### config.mk
export PLATFORM = sky130hd
export DESIGN_NAME = counter_share_arbiter
export DESIGN_NICKNAME = d
export VERILOG_FILES = /design/src/rtl/counter_share_arbiter.sv
export SDC_FILE = /design/constraint.sdc
export NUM_CORES = 1
export LEC_CHECK = 0
export CAP_MARGIN = 20
export CORE_ASPECT_RATIO = 0.8
export CORE_MARGIN = 4
export CORE_UTILIZATION = 25
export CTS_CLUSTER_SIZE = 16
export DETAILED_ROUTE_END_ITERATION = 16
export SLEW_MARGIN = 10
export SYNTH_ARGS = -nofsm -noshare
export SYNTH_HDL_FRONTEND = slang
export SYNTH_SLANG_ARGS = --single-unit
### constraint.sdc
create_clock -name clk -period 4.32 [get_ports clk]
set_input_delay 1.296 -clock clk [delete_from_list [all_inputs] [get_ports clk]]
set_output_delay 1.296 -clock clk [all_outputs]
set_load 0.05 [all_outputs]
### src/rtl/counter_share_arbiter.sv
// Round-robin arbiter that lends one external up counter to two requesters for len-tick intervals.
// Optional RUN watchdog: define COUNTER_SHARE_ARBITER_TIMEOUT_EN to build it; otherwise err is tied low.
module counter_share_arbiter #(
   parameter int WIDTH      = 4,
   parameter int TMO_CYCLES = 2**WIDTH + 2
) (
   input  logic             clk,
   input  logic             rst,
   input  logic             req0,
   input  logic [WIDTH-1:0] len0,
   input  logic             req1,
   input  logic [WIDTH-1:0] len1,
   output logic             gnt0,
   output logic             gnt1,
   output logic             done0,
   output logic             done1,
   output logic             cnt_clr,
   output logic             cnt_en,
   input  logic [WIDTH-1:0] cnt_q,
   output logic             busy,
   output logic             err
);

   // state   | meaning
   // IDLE    | no owner, waiting for a request
   // CLEAR   | owner granted, counter cleared this cycle
   // RUN     | counter enabled until it reaches len_q
   // DONE    | one-cycle completion pulse to owner
   // RELEASE | grant held until owner drops req
   typedef enum logic [2:0] {
      IDLE    = 3'd0,
      CLEAR   = 3'd1,
      RUN     = 3'd2,
      DONE    = 3'd3,
      RELEASE = 3'd4
   } state_t;

   state_t           state_q, state_d;
   logic             owner_q, owner_d;
   logic             rr_last_q, rr_last_d;
   logic [WIDTH-1:0] len_q, len_d;
   logic             grant_sel;
   logic             req_own;
   logic             at_len;
   logic             tmo_hit;

   assign req_own = owner_q ? req1 : req0;
   assign at_len  = (cnt_q == len_q);

`ifdef COUNTER_SHARE_ARBITER_TIMEOUT_EN
   localparam int TW = (TMO_CYCLES > 1) ? $clog2(TMO_CYCLES) : 1;

   logic [TW-1:0] tmo_q, tmo_d;
   logic          err_q, err_d;

   // Down-counter loaded in CLEAR; terminal count on the TMO_CYCLES-th RUN cycle.
   always_comb begin
      tmo_d   = tmo_q;
      tmo_hit = 1'b0;
      if (state_q == CLEAR) begin
         tmo_d = TW'(TMO_CYCLES - 1);
      end else if (state_q == RUN) begin
         if (tmo_q == '0) tmo_hit = 1'b1;
         else             tmo_d   = tmo_q - 1'b1;
      end
   end

   always_comb begin
      err_d = err_q;
      if (state_d == IDLE)
         err_d = 1'b0;
      else if (state_q == RUN && req_own && !at_len && tmo_hit)
         err_d = 1'b1;
   end

   always_ff @(posedge clk or negedge rst) begin
      if (!rst) begin
         tmo_q <= '0;
         err_q <= 1'b0;
      end else begin
         tmo_q <= tmo_d;
         err_q <= err_d;
      end
   end

   assign err = err_q;
`else
   assign tmo_hit = 1'b0;
   assign err     = 1'b0;
`endif

   always_comb begin
      state_d   = state_q;
      owner_d   = owner_q;
      rr_last_d = rr_last_q;
      len_d     = len_q;
      grant_sel = 1'b0;
      case (state_q)
         IDLE: begin
            if (req0 || req1) begin
               grant_sel = (req0 && req1) ? ~rr_last_q : req1;
               owner_d   = grant_sel;
               rr_last_d = grant_sel;
               len_d     = grant_sel ? len1 : len0;
               state_d   = CLEAR;
            end
         end
         CLEAR: begin
            state_d = req_own ? RUN : IDLE;
         end
         RUN: begin
            if (!req_own)
               state_d = IDLE;
            else if (at_len || tmo_hit)
               state_d = DONE;
         end
         DONE: begin
            state_d = RELEASE;
         end
         RELEASE: begin
            if (!req_own) state_d = IDLE;
         end
         default: begin
            state_d = IDLE;
         end
      endcase
   end

   always_ff @(posedge clk or negedge rst) begin
      if (!rst) begin
         state_q   <= IDLE;
         owner_q   <= 1'b0;
         rr_last_q <= 1'b1;
         len_q     <= '0;
      end else begin
         state_q   <= state_d;
         owner_q   <= owner_d;
         rr_last_q <= rr_last_d;
         len_q     <= len_d;
      end
   end

   // cnt_en alone looks at live inputs so an abort or a reached count stops the counter at once.
   assign busy    = (state_q != IDLE);
   assign gnt0    = busy && !owner_q;
   assign gnt1    = busy &&  owner_q;
   assign done0   = (state_q == DONE) && !owner_q;
   assign done1   = (state_q == DONE) &&  owner_q;
   assign cnt_clr = (state_q == CLEAR);
   assign cnt_en  = (state_q == RUN) && req_own && !at_len;

endmodule

==> metrics.md <==
| Metric | Value |
|---|---|
| HPWL Detailed | 1150 µm |
| Post-synth top area share | 36.4% |
| Reg2Reg Depth | 4 |
| Area occupied by multi-input gates | 293 µm² |
| Cell row count | 14 |
| Slew headroom | 66.1% |
| Hold-critical path depth | 1 |
| Hold_buf cts | 0 |
| Syn_nets | 73 |
| RSZ-0062 raised after global routing | false |
| IO Pins | 24 |
| Max Fclk | 0.253 GHz |
| Post-DRT Antenna Nets | 0 |
| CTS tree | yes |
| DR vias/cell | 4.90 |
| Congestion Overflow GR | 0 |
| Layout Skew | 0.00341 ns |
| CP endpoint kind | primary output |
| Final WL | 1410 µm |
| Mapped Cells | 57 |
| Num CTS Buffers | 3 |
| Final net count | 99 |
| LEAKAGE | 0.336 nW |
| R2r setup slk | 2.98 ns |
| Fin crit period | 3.95 ns |
| Die Area | 0.00302 mm² |
| Placed insts | 102 |
| Final Instance Count excl. Fillers | 106 |
| Maximum level of the CTS H-tree | 1 |
| Fraction of power spent switching nets | 47.1% |
| Arrival time worst endpoint | 2.66 ns |
| P_int | 319 µW |
| Worst hold start | state_q[2]$_DFFE_PN0P_ |
| First drt pass iteration count | 4 |
| Yosys reg bits | 9 |
| CP required | 3.02 ns |
| Leading cell type in the layout, fill and taps excluded | clkdlybuf4s50_1 |
| Sw power | 284 µW |
| Tcrit/Tclk final | 91.5% |
| Startpoint types | input pin |
| Syn-to-layout area delta | 50.8% |
| Commonest non-fill, non-tap cells in the layout | 21 x clkdlybuf4s50_1, 8 x nor2_1, 8 x dfrtp_1 |
| Mapped Avg Cell Area | 9.64 µm² |
| Pin count of the biggest net entering global routing | 13 |
| Area leader, netlist | dfrtp_1 |
| Sequential area share after synthesis | 41.2% |
| Clk_lat worst skew | 0.26 ns |
| Worst slew pin tran | 0.507 ns |
| Synth top area cells | dfrtp_1 36%, a2bb2oi_1 6.4%, o32ai_1 6.4% |
| R2R Path End | len_q[3]$_DFFE_PN0P_ |
| Flop pwr share | 28.5% |
| Final setup violating endpoints | 0 |
| Die Ht | 49.9 µm |
| Post-route DRC | 0 |
| Comb pwr share | 60.8% |
| Setup Buffers After CTS | 0 |
| Core ar. | 0.00198 mm² |
| CTS resizes | 0 |
| Layout cells sized above 1 | 13.4% |
| Hold Path Class | reg2reg |
| P per Cell Area | 728 mW/mm² |
| Starting density of the core | 27.7% |
| I/O Buffers | 22 |
| DR WL/cell | 13.3 µm |
| First-pass GRT wire length | 2310 µm |
| Clock power share | 10.6% |
| Flip-flop and latch area | 226 µm² |
| Clock sinks | 9 |
| Total negative slack | 0 ns |
| Crit path max fanout | 8 |
| CTS root buf | clkbuf_4 |
| DIE WIDTH | 60.4 µm |
| Fin. max-slew vios | 0 |
| WHS Endpoint | state_q[1]$_DFFE_PN0P_ |
| Initial antenna violation count | 0 |
| Outcome | complete, no violations |
| MaxCap Viol Count | 0 |
| CP Class | in2out |
| Reg2Reg Launch Point | state_q[1]$_DFFE_PN0P_ |
| Final Total Pwr | 603 µW |
| Utilization after layout | 41.8% |
| Max IR drop VDD | 0.460 mV |
| Antenna diode instance count | 0 |
| Clock Path Buffers | 2 |
| Initial DRC Count | 6 |
| CTS clock-pin slew for the worst setup and hold paths | 0.06 ns |
| Post-Syn Area | 549 µm² |
| Fin. Hold Viols | 0 |
| Layout fillers | 201 |
| Overall Global Routing Usage | 10.5% |
| Vias in the first global route | 503 |
| Final Wtd Congestion | 0.735 |
| Syn. warnings | 0 |
| Yosys cell types | 27 |
| Total number of vias | 519 |
-- per-layer routing --
layer	GRT usage, %	wire, µm	up-vias
met1	13.0	624	246
li1	-	-	255
met4	4.43	23	0
met2	15.5	635	16
met3	4.70	125	2
met5	0	0	-
-- Yosys cell counts --
master / n
a21oi_1: 3
dfstp_2: 1
nor2b_1: 1
buf_4: 2
o21a_1: 1
inv_1: 4
xor2_1: 1
and3_4: 1
a21bo_2: 1
o31ai_1: 1
a221oi_2: 1
nand3b_1: 1
nand2_1: 2
nand4_1: 1
o21ai_0: 1
mux2_4: 1
o32ai_1: 4
conb_1: 1
nand3_1: 1
xnor2_1: 4
nor3_1: 1
dfrtp_1: 8
nor2_1: 8
a2bb2oi_1: 4
nor3b_1: 1
and2_2: 1
a31oi_1: 1
-- sequential cells by signal (all words and copies together), names as in the netlist --
name / cells
state_q: 3
owner_q: 1
rr_last_q: 1
len_q: 4
-- logic make-up after synthesis --
family | Yosys count | share of synthesized area, %
and+or+nand+nor | 18 | 17.1
AOI/OAI and AO/OA | 17 | 24.8
DFF | 9 | 41.2
buffers and inverters | 6 | 5.47
xor gates and xnor gates | 5 | 7.97
muxes | 1 | 2.73
other | 1 | 0.683
-- metrics by stage --
stage | hold slack, ns | instance area [µm²] | worst slack [ns]
floorplan | 0.474 | 549 | 1.00
global placement | 0.513 | 802 | 0.392
detailed placement | 0.512 | 802 | 0.372
CTS | 0.519 | 828 | 0.367
global route | 0.543 | 828 | 0.298
finish | 0.525 | 828 | 0.367
-- area by class of cell --
cell class,instances,share of cell area [%]
clock buffers,4,3.17
well taps,24,3.63
multi-input cells,42,35.3
repair buffers,23,28.7
flip-flops and latches,9,27.3
inverters,4,1.81
-- worst max path at each step --
stage,start,endpoint,slack [ns],cells after the start
2_1_floorplan,req0,cnt_en,1.00,3
3_3_place_gp,req1,cnt_en,0.39,5
3_5_place_dp,req1,cnt_en,0.37,5
4_1_cts,req1,cnt_en,0.37,5
5_1_grt,req1,cnt_en,0.30,5
6_report,req1,cnt_en,0.37,5
-- power by group through the flow --
stage	clock [mW]	sequential (mW)	combinational, mW
finish	0.0640	0.172	0.367
global route	0.0710	0.177	0.394
detailed placement	0	0.173	0.370
global placement	0	0.172	0.369
CTS	0.0663	0.171	0.372
floorplan	0	0.162	0.265
-- worst max-delay path, cell delays in order --
cell and delay, ns:
clkdlybuf4s50_1 0.51, mux2_4 0.32, and3_4 0.19, and2_2 0.20, buf_12 0.15
No activity file was read; power rests on OpenSTA's default activity.
